[src/rtl/bitscan_pkg.sv]
// Shared types and helpers for the sequential bit-scan encoder.
package bitscan_pkg;

    localparam int unsigned MAX_WIDTH = 64;

    typedef enum logic [0:0] {IDLE, EMIT} state_t;

    // Return vec with bit idx forced to zero.
    function automatic logic [MAX_WIDTH-1:0] clear_bit(input logic [MAX_WIDTH-1:0] vec,
                                                      input logic [5:0]           idx);
        logic [MAX_WIDTH-1:0] r;
        r      = vec;
        r[idx] = 1'b0;
        return r;
    endfunction

endpackage

[src/rtl/bitscan_encoder_prio_enc.sv]
// Combinational priority encoder: index of the highest- or lowest-priority set bit.
module prio_enc #(
    parameter int unsigned WIDTH     = 8,
    parameter bit          MSB_FIRST = 1'b1,
    localparam int unsigned IW       = $clog2(WIDTH)
) (
    input  logic [WIDTH-1:0] vec,
    output logic [IW-1:0]    idx,
    output logic             hit
);

    // The last matching bit in scan order wins, so scan towards the priority end.
    always_comb begin
        idx = '0;
        if (MSB_FIRST) begin
            for (int i = 0; i < int'(WIDTH); i++) begin
                if (vec[i]) idx = IW'(i);
            end
        end else begin
            for (int i = int'(WIDTH) - 1; i >= 0; i--) begin
                if (vec[i]) idx = IW'(i);
            end
        end
    end

    assign hit = |vec;

endmodule

[src/rtl/bitscan_encoder.sv]
// Accepts a request vector and emits the index of every set bit, one per handshake.
module bitscan_encoder
    import bitscan_pkg::*;
#(
    parameter int unsigned WIDTH     = 8,
    parameter bit          MSB_FIRST = 1'b1,
    localparam int unsigned IW       = $clog2(WIDTH)
) (
    input  logic             clk,
    input  logic             rst,
    input  logic             in_vld,
    output logic             in_rdy,
    input  logic [WIDTH-1:0] in_vec,
    output logic             out_vld,
    input  logic             out_rdy,
    output logic [IW-1:0]    out_idx,
    output logic             out_last,
    output logic             out_none,
    output logic [IW:0]      out_seq
);

    localparam int unsigned SW = IW + 1;

    state_t               state_q, state_d;
    logic [WIDTH-1:0]     vec_q, vec_d;
    logic                 none_q, none_d;
    logic [SW-1:0]        seq_q, seq_d;
    logic [MAX_WIDTH-1:0] vec_wide;
    logic [IW-1:0]        enc_idx;
    logic                 enc_hit;
    logic                 emit, single, beat;

    prio_enc #(
        .WIDTH     (WIDTH),
        .MSB_FIRST (MSB_FIRST)
    ) u_prio_enc (
        .vec (vec_q),
        .idx (enc_idx),
        .hit (enc_hit)
    );

    always_comb begin
        vec_wide              = '0;
        vec_wide[WIDTH-1:0]   = vec_q;
    end

    always_comb begin
        state_d = state_q;
        vec_d   = vec_q;
        none_d  = none_q;
        seq_d   = seq_q;

        emit   = (state_q == EMIT);
        // At most one bit set: clearing the lowest set bit leaves nothing.
        single = ((vec_q & (vec_q - WIDTH'(1))) == '0);

        out_vld  = emit;
        out_last = emit & (none_q | single);
        out_none = emit & none_q;
        out_seq  = emit ? seq_q : '0;
        out_idx  = (emit && enc_hit && !none_q) ? enc_idx : '0;

        beat   = emit & out_rdy;
        in_rdy = !rst & (!emit | (beat & out_last));

        if (beat) begin
            vec_d = WIDTH'(clear_bit(vec_wide, 6'(enc_idx)));
            seq_d = seq_q + SW'(1);
            if (out_last) state_d = IDLE;
        end

        if (in_vld && in_rdy) begin
            vec_d   = in_vec;
            none_d  = (in_vec == '0);
            seq_d   = '0;
            state_d = EMIT;
        end
    end

    always_ff @(posedge clk) begin
        if (rst) begin
            state_q <= IDLE;
            vec_q   <= '0;
            none_q  <= 1'b0;
            seq_q   <= '0;
        end else begin
            state_q <= state_d;
            vec_q   <= vec_d;
            none_q  <= none_d;
            seq_q   <= seq_d;
        end
    end

endmodule

[config.mk]
export PLATFORM = sky130hd
export DESIGN_NAME = bitscan_encoder
export DESIGN_NICKNAME = d
export VERILOG_FILES = /design/src/rtl/bitscan_pkg.sv /design/src/rtl/bitscan_encoder_prio_enc.sv /design/src/rtl/bitscan_encoder.sv
export SDC_FILE = /design/constraint.sdc
export NUM_CORES = 1
export LEC_CHECK = 0
export BUFFER_PORTS_ARGS = -buffer_cell sky130_fd_sc_hd__buf_2
export CAP_MARGIN = 25
export CORE_MARGIN = 8
export CORE_UTILIZATION = 54
export CTS_CLUSTER_SIZE = 8
export DETAILED_ROUTE_END_ITERATION = 6
export PLACE_DENSITY = 0.79
export SYNTH_ARGS = -nofsm -noshare
export SYNTH_HDL_FRONTEND = slang
export SYNTH_SLANG_ARGS = --single-unit
[constraint.sdc]
create_clock -name clk -period 2.9 [get_ports clk]
set_input_delay 0.29 -clock clk [delete_from_list [all_inputs] [get_ports clk]]
set_output_delay 0.29 -clock clk [all_outputs]
set_load 0.03 [all_outputs]
# Word-level counts from Yosys, hierarchy flattened
# Index checks and enable logic that the tools add are counted.
# word_totals
reg_bits	14
input_bits	12
output_inout_bits	11
elab_cells	48
# op_classes
add_sub_neg	2
magnitude_cmp	2
n_mux	16
bitwise	10
reduce_logical	14
# op_table
op	count
$and A8 B8 Y8	2
$logic_not A8 Y1	2
$mux W8	2
$mux W3	5
$not A8 Y8	1
$reduce_or A8 Y1	1
$sub A8 B1 Y8 const B	1
$lt A3 B7 Y1 const B	1
$and A1 B1 Y1	5
$mux W1	5
$add A4 B1 Y4 const B	1
$logic_and A1 B1 Y1	4
$mux W2	2
$mux W4	1
$reduce_bool A2 Y1	2
$demux W1 S3	1
$ge A3 B1 Y1 const B	1
$logic_not A1 Y1	3
$or A1 B1 Y1	2
$reduce_and A2 Y1	1
$reduce_or A2 Y1	1

# Logic depth before layout (Yosys ltp)
# Gate-level depths: netlist of run 1.
# depth
ltp_word	15
ltp_mapped	7
mapped_depth_nobuf	5

# Modules after synthesis
# Synthesis of run 1 repeated with hierarchy kept, for this count alone.
# hier_totals
cells_unflattened	107
hier_area_um2	930.9
# by_module_without_submodules
module	n_inst	cells_each	area_each_um2	seq_area_each_um2
bitscan_encoder	1	95	864.6	280.3
prio_enc	1	12	66.3	0.0

# Worst setup path before layout of run 1
# No wires, ideal clock.
# synth_path
kind	reg2out
start	register vec_q[5]
end	output in_rdy
arrival_ns	2.096
required_time_ns	2.610
path_slack_ns	0.514
path_stages_with_launch	7
path_buffers	1
path_cell_list	dfxtp_1 -> clkbuf_1 -> or4_4 -> a2111oi_4 -> o211ai_1 -> nor2b_1 -> o22ai_1
# synth_between
elab_chain_len	8
# synth_rtl
item	line	source
start: declaration	bitscan_encoder.sv:25	logic [WIDTH-1:0] vec_q, vec_d;
start signal: assignment	bitscan_encoder.sv:88	vec_q <= vec_d;
$sub A8 B1 Y8	bitscan_encoder.sv:55	single = ((vec_q & (vec_q - WIDTH'(1))) == '0);
$and A8 B8 Y8 (*)	bitscan_encoder.sv:55	
$logic_not A8 Y1 (*)	bitscan_encoder.sv:55	
$or A1 B1 Y1 (*)	bitscan_encoder.sv:58	out_last = emit & (none_q | single);
$and A1 B1 Y1 (*)	bitscan_encoder.sv:58	
$and A1 B1 Y1 (*)	bitscan_encoder.sv:64	in_rdy = !rst & (!emit | (beat & out_last));
$or A1 B1 Y1 (*)	bitscan_encoder.sv:64	
$and A1 B1 Y1 (*)	bitscan_encoder.sv:64	
end: declaration	bitscan_encoder.sv:12	output logic in_rdy,
# Mark *: on every way between the ends. The rest lies on a longest branch, timed or not.

# Final worst setup path of run 1
# layout_path
start	register vec_q[6]
end	output in_rdy
# Same word-level chain as after synthesis.

==> metrics.csv, run 1 <==
metric,value,unit
status,"complete, no violations",
num_rows,14,
start_kind,register,
synth_top_family_by_area,compound AO/OA/AOI/OAI gates,
post_cts_buffers,0,
ir_worst_vdd,363,uV
n_fill_cell,140,
synth_area,877,sq um
met2_usage,0.214,
max_slew_margin,0.680,
cts_sinks,14,
use_met1,0.166,
dp_hpwl,1590,um
first_global_vias,814,
synth_xor_area_frac,0.0300,
cts_buffers,3,
cts_max_level,1,
p_sw_frac,0.334,
start_util,0.576,
slew_viol_final,0,
num_antenna_cells,0,
maxCapViolations,0,
yosys.area_share.simple,0.258,
placed_cell_area,977,sq um
netlist.area_leader.share,0.320,
wl_per_cell,15.3,um
dr_total_vias,886,
ys_warn_count,0,
power.leakage,0.429,nW
rr_startpoint,vec_q[6],
drc_errors,0,
synth_compound_gate_area_share,0.304,
hold_viol_final,0,
end_kind,output pin,
muxShareOfSynthArea,0.0114,
drive_gt1_frac,0.264,
grt-busiest-layer,met2,
synth-seq-cells,14,
dr.pass1.iters,4,
fin_crit,2.64,ns
via_per_inst,6.28,
yosysMostFrequentCell,dfxtp_1,
antenna_left,0,
syn_avg_cell_area,8.35,sq um
power.share.clock,0.299,
clockBufferDepth,2,
synth_edf_count,0,
setup_viol,0,
final_nets,139,
overflow,0,
grt_start_max_net_pins,18,
first_iter_violations,24,
clock.fmax,379,MHz
postCtsHoldBufs,0,
dieHeight,56.3,um
netlist_instances,105,
cts-root-buf,clkbuf_4,
clk_pin_slew_worst_paths,0.09,ns
grt_pass1_wl,3660,um
portBuffers,22,
synth.distinct_cells,40,
syn-num-nets,118,
crit_start,vec_q[6],
die_width,56.3,um
die_area,3170,sq um
min_from,in_vec[3],
internal_power,324,uW
synthTopCellsByCount,"dfxtp_1, nand2_1, nor3_1, o211ai_1",
io_pins,23,
p_seq_frac,0.457,
coreArea,1520,sq um
grt.total_usage,0.133,
ys_seq_area_frac,0.320,
cts_resized,0,
syn2layout_area_growth,15.5,%
p_per_area,479,nW/um^2
p_switching,162,uW
rsz0062_at_grt,false,
totalWireLength,2150,um
hp-class,primary input to register,
grt_antenna_before_repair,0,
arrival,2.35,ns
clock_latency,0.28,ns
critPathRequiredTime,2.61,ns
critPathMaxFanout,5,
ys_top_cells_by_area,"dfxtp_1, o211ai_1, nor3_1, and2_1, nand2_1",
tns,0,ns
gp_congestion,0.908,
yosys.area.top_type,dfxtp_1,
ys.flop_type,dfxtp_1,
tritoncts,done,
timing.final.crit_share,0.911,
grtUsageMet3,0.0404,
fin_worst_skew,0.00610,ns
worstSetupPathType,register to output pin,
p_comb_frac,0.245,
worst_slew_pin_slew,0.480,ns
async_reset_ff_frac,0,
final_area,1010,sq um
synth-adder-area-share,0.0257,
==> critical path: stages (launching register included) <==
cell	delay [ns]
dfxtp_1	0.36
or4_4	0.58
a2111oi_4	0.43
o211ai_1	0.17
nor2b_1	0.19
o22ai_1	0.12
buf_2	0.22
==> path summary, 6_finish.rpt <==
check	end	slack, ns	cells after the start
worst max-delay path	in_rdy	0.26	6
worst min-delay path	vec_q[3]	0.24	2
worst max register to register	vec_q[5]	0.82	5
worst min register to register	seq_q[3]	0.54	2
==> cells by family after synthesis <==
family | Yosys count
buf+inv | 10
compound gates | 33
xor+xnor | 3
mux | 1
simple gates | 42
fa+ha+maj | 2
flops | 14
==> per-layer routing <==
layer  wire length [um]  up-vias
met5                  0        -
met4                 12        0
met3                126        2
met2               1020       33
met1                996      415
li1                   -      436
==> through the flow <==
step	util	hold WS [ns]	cells	power (mW)	setup slack, ns
detailed placement	0.641	0.521	137	0.343	0.599
floorplan	-	0.432	105	0.313	0.514
CTS	0.665	0.244	141	0.484	0.274
global placement	0.641	0.519	137	0.341	0.625
global route	0.665	0.243	141	0.506	0.107
finish	0.665	0.239	141	0.486	0.259
==> placed cells by master (no fill, tap or decap), types with 2 or more instances in the layout <==
master,synthesis,layout
nand2_1,8,8
buf_2,0,22
o21ai_0,2,2
o21ai_1,2,2
nor2b_1,2,2
nor4_1,3,3
o211ai_1,7,7
nor3_1,7,7
clkbuf_4,0,3
a21oi_1,5,5
nand2b_1,2,2
inv_1,4,4
a31o_1,3,3
o41ai_1,2,2
dfxtp_1,14,14
xor2_1,2,2
nand3_1,5,5
and2_1,5,5
nor2_1,5,5
==> power by group through the flow <==
stage	combinational [mW]	clock, mW	sequential, mW
2_1_floorplan	0.0920	0	0.221
3_3_place_gp	0.116	0	0.225
3_5_place_dp	0.117	0	0.226
4_1_cts	0.118	0.145	0.221
5_1_grt	0.129	0.152	0.224
6_report	0.119	0.145	0.222
==> sequential cells by signal, indices dropped and copies added (netlist names) <==
register,cells
vec_q,8
seq_q,4
none_q,1
out_vld,1
==> final cells by class <==
cell class	instances	area [sq um]	share of cell area
flip-flops and latches	14	280	0.277
well taps	16	20.0	0.0198
multi-input cells	81	552	0.544
inverters	4	15.0	0.0148
repair buffers	22	110	0.109
clock buffers	4	36.3	0.0358
Note: power is estimated with default switching activity, not from simulation.
==> run 2, diff against run 1 <==
ABC_AREA = 1   (was default)
CORE_UTILIZATION = 45   (was 54)
PLACE_DENSITY = 0.68   (was 0.79)
==> run 2 against run 1 <==
  * Sequential power fell by 3%
  * Combinational power is 12% lower
  * Worst hold slack got worse by 0.013 ns
  * Final cell count up 23%
  * Synthesized cell count rose by 19%
  * Critical path type unchanged
==> metrics.csv, run 2 <==
metric,value,unit
clockBufferDepth,2,
status,"complete, no violations",
start_kind,register,
yosysMostFrequentCell,nand2_1,
synth.distinct_cells,24,
portBuffers,22,
tns,0,ns
ys_seq_area_frac,0.330,
grt.total_usage,0.132,
yosys.area.top_type,dfxtp_1,
antenna_left,0,
top_regs,"vec_q: 8 flops, seq_q: 4 flops",
dr.pass1.iters,4,
async_reset_ff_frac,0,
cts-root-buf,clkbuf_4,
coreArea,1750,sq um
critPathMaxFanout,5,
tritoncts,done,
gp_congestion,0.851,
critPathTopFamily,compound AO/OA/AOI/OAI gates,
cts_sinks,14,
totalWireLength,2070,um
ir_worst_vdd,366,uV
start_util,0.487,
final_area,1000,sq um
setup_viol,0,
arrival,1.84,ns
num_rows,15,
synth_edf_count,0,
power.leakage,0.515,nW
worstSetupPathType,register to output pin,
ys_top_cells_by_area,"dfxtp_1, nand2_1, inv_1, nor2_1, nand3_1",
dp_hpwl,1670,um
mostFrequentLayoutCells,"nand2_1, buf_2, inv_1, nor2_1, dfxtp_1",
postCtsHoldBufs,0,
top_register,vec_q,
max_stage_delay,0.62,ns
crit_chain,or2_1 > o311ai_0 > nor2_1 > buf_2,
worst_slew_pin_slew,0.656,ns
die_width,59.5,um
first_global_vias,849,
p_per_area,459,nW/um^2
synthTopCellsByCount,"nand2_1, inv_1, dfxtp_1, nor2_1, nand3_1",
hold_ws,0.226,ns
die_area,3530,sq um
fin_worst_skew,0.00483,ns
netlist_instances,125,
end_kind,output pin,
dpl.cell_count,170,
overflow,0,
placed_cell_area,968,sq um
maxCapViolations,0,
drc_errors,0,
fin_crit,2.13,ns
syn-num-nets,138,
clock_latency,0.28,ns
final_common_cell,nand2_1,
p_total,461,uW
grt_antenna_before_repair,0,
max_slew_margin,0.557,
fin_util,0.576,
slew_viol_final,0,
cts_buffers,3,
cts_max_level,1,
critPathRequiredTime,2.61,ns
post-place-ws,1.06,ns
synth-seq-cells,14,
worst_slack,0.767,ns
via_per_inst,4.95,
drive_gt1_frac,0.282,
final_nets,163,
ys_warn_count,0,
io_pins,23,
synth_area,850,sq um
clock.fmax,469,MHz
dieHeight,59.5,um
timing.final.crit_share,0.735,
wl_per_cell,11.9,um
largest_reg_flops,8,
grt_pass1_wl,3650,um
dr_total_vias,862,
first_iter_violations,17,
syn_avg_cell_area,6.80,sq um
syn2layout_area_growth,18.3,%
final_cells,174,
hold_viol_final,0,
num_antenna_cells,0,
post_cts_buffers,0,
clk_pin_slew_worst_paths,0.09,ns
slowest_stage,o311ai_0,
netlist.area_leader.share,0.330,
path_buf_inv,1,
ys.flop_type,dfxtp_1,
hp-class,primary input to register,
grt_start_max_net_pins,12,
cts_resized,0,
rsz0062_at_grt,false,
[run 2: cell count changes after synthesis, sizes merged, moves of 4 or more]
cell,previous run,this run
o211ai,8,0
nor3,7,0
a31o,4,0
and2,5,0
clkbuf,5,0
nor2,5,17
nand2,9,31
nand3,5,12
inv,4,20
[run 2: layer usage]
| metal | up-vias | GRT usage | share of wire |
|---|---|---|---|
| met3 | 6 | 0.0260 | 0.049 |
| met5 | - | 0 | 0 |
| met1 | 376 | 0.175 | 0.52 |
| li1 | 450 | - | - |
| met2 | 30 | 0.188 | 0.41 |
| met4 | 0 | 0.0785 | 0.025 |
[run 2: path summary, 6_finish.rpt]
path / startpoint / endpoint / slack [ns] / cells after the start
worst max-delay path: vec_q[6] / out_idx[1] / 0.77 / 4
worst min-delay path: rst / vec_q[6] / 0.23 / 2
worst max register to register: out_vld / vec_q[1] / 1.04 / 11
worst min register to register: none_q / none_q / 0.51 / 2
[run 2: final cells by class]
class / instances / area [sq um]
multi-input combinational: 89 / 472
sequential: 14 / 280
tap: 25 / 31.3
timing repair buffer: 22 / 110
inverter: 20 / 75.1
fill: 182 / 741
clock buffer: 4 / 36.3
[run 2: kinds of logic (layout without fill, tap and decap cells)]
family,after synthesis,in the layout,share of synthesized area
flops,14,14,0.330
fa+ha+maj,1,1,0.0147
compound gates,21,21,0.153
buf+inv,22,46,0.115
xor+xnor,3,3,0.0309
simple gates,64,64,0.356
[run 2: power by group]
part	total, mW	internal, mW	switching, mW
clock	0.140	0.0763	0.0640
sequential	0.216	0.202	0.0139
combinational	0.105	0.0360	0.0687
==> run 3, diff against run 2 <==
PLACE_DENSITY = 0.71   (was 0.68)
clock period = 1.9 ns   (was 2.9 ns; I/O delays follow)
==> run 3 against run 2 <==
  * Clock-buffer cell count did not move
  * Critical path depth rose by 3
  * Worst hold slack got worse by 0.080 ns
  * Non-clock buffer count rose by 3
  * Critical path type unchanged
  * Critical endpoint is now in_rdy
==> metrics.csv, run 3 (synthesis results as in run 2) <==
metric,value,unit
cts_max_level,1,
hold_ws,0.146,ns
post_cts_buffers,0,
cts_sinks,14,
fin_util,0.598,
first_global_vias,830,
portBuffers,22,
dr.pass1.iters,4,
final_cells,177,
dr_total_vias,884,
grt_antenna_before_repair,0,
fin_crit,1.83,ns
coreArea,1750,sq um
final_nets,166,
start_util,0.487,
dieHeight,59.5,um
die_width,59.5,um
grt.total_usage,0.126,
mostFrequentLayoutCells,"nand2_1, buf_2, inv_1, nor2_1, dfxtp_1",
overflow,0,
grt_start_max_net_pins,11,
clock.fmax,545,MHz
io_pins,23,
clock_latency,0.27,ns
end_kind,output pin,
cts-root-buf,clkbuf_4,
worst_slew_pin_slew,0.244,ns
via_per_inst,4.99,
critPathMaxFanout,5,
hold_viol_final,0,
critPathRequiredTime,1.71,ns
drc_errors,0,
clockBufferDepth,2,
p_per_area,690,nW/um^2
gp_congestion,0.888,
max_slew_margin,0.836,
antenna_left,0,
grt_pass1_wl,3510,um
tritoncts,done,
timing.final.crit_share,0.966,
worst_slack,0.0651,ns
power.leakage,0.532,nW
hp-class,primary input to register,
p_total,720,uW
die_area,3530,sq um
wl_per_cell,12.2,um
cts_buffers,3,
syn2layout_area_growth,22.8,%
first_iter_violations,37,
totalWireLength,2160,um
maxCapViolations,0,
num_rows,15,
post-place-ws,0.231,ns
status,"complete, no violations",
final_common_cell,nand2_1,
num_antenna_cells,0,
fin_worst_skew,0.00241,ns
postCtsHoldBufs,0,
worstSetupPathType,register to output pin,
dpl.cell_count,173,
slew_viol_final,0,
drive_gt1_frac,0.303,
rsz0062_at_grt,true,
clk_pin_slew_worst_paths,0.09,ns
arrival,1.64,ns
setup_viol,0,
largest_reg_flops,8,
dp_hpwl,1720,um
top_register,vec_q,
start_kind,register,
top_regs,"vec_q: 8 flops, seq_q: 4 flops",
ir_worst_vdd,427,uV
## run 3: critical path, cell delays in order, from the launching register on
cell and delay (ns):
dfxtp_1 0.36, or2_1 0.30, nand2_1 0.11, nand3_2 0.08, nand2_2 0.07, nand2_2 0.08
a21oi_4 0.15, buf_2 0.22
## run 3: area by class of cell
cell class | count | area, sq um
Multi-Input combinational cell | 89 | 488
Clock buffer | 4 | 36.3
Fill cell | 184 | 702
Timing Repair Buffer | 25 | 133
Sequential cell | 14 | 280
Inverter | 20 | 75.1
Tap cell | 25 | 31.3
## run 3: report_power, final
part	switching [mW]	total (mW)	internal, mW
sequential	0.0190	0.328	0.309
combinational	0.116	0.179	0.0635
clock	0.0970	0.213	0.116
total	0.232	0.720	0.489
## run 3: what timing repair did
action                                 in CTS  in global routing
endpoints found under the hold margin       0                  0
setup endpoints to repair                   0                  4
resized for setup                           0                  2
## run 3: worst paths after layout
| check | start | to | slack [ns] | cells after the start |
|---|---|---|---|---|
| hold reg to reg | seq_q[1] | seq_q[1] | 0.51 | 2 |
| hold / removal | rst | vec_q[6] | 0.15 | 2 |
| setup reg to reg | vec_q[6] | vec_q[6] | 0.19 | 11 |
| setup / recovery | vec_q[6] | in_rdy | 0.07 | 7 |
## run 3: per-layer routing
metal  share of wire  routed length (um)  vias up  GRT usage
met2            0.44                 958       37      0.185
met1            0.48                1030      391      0.169
met5               0                   0        -          0
li1                -                   -      454          -
met3           0.072                 156        2     0.0304
met4          0.0056                  12        0     0.0512
## run 3: per-stage QoR
step                      TNS (ns)  cell area, sq um
after global routing       -0.0434              1040
after detailed placement         0              1000
after global placement           0              1000
after floorplan                  0               861
after CTS                        0              1040
final                            0              1040
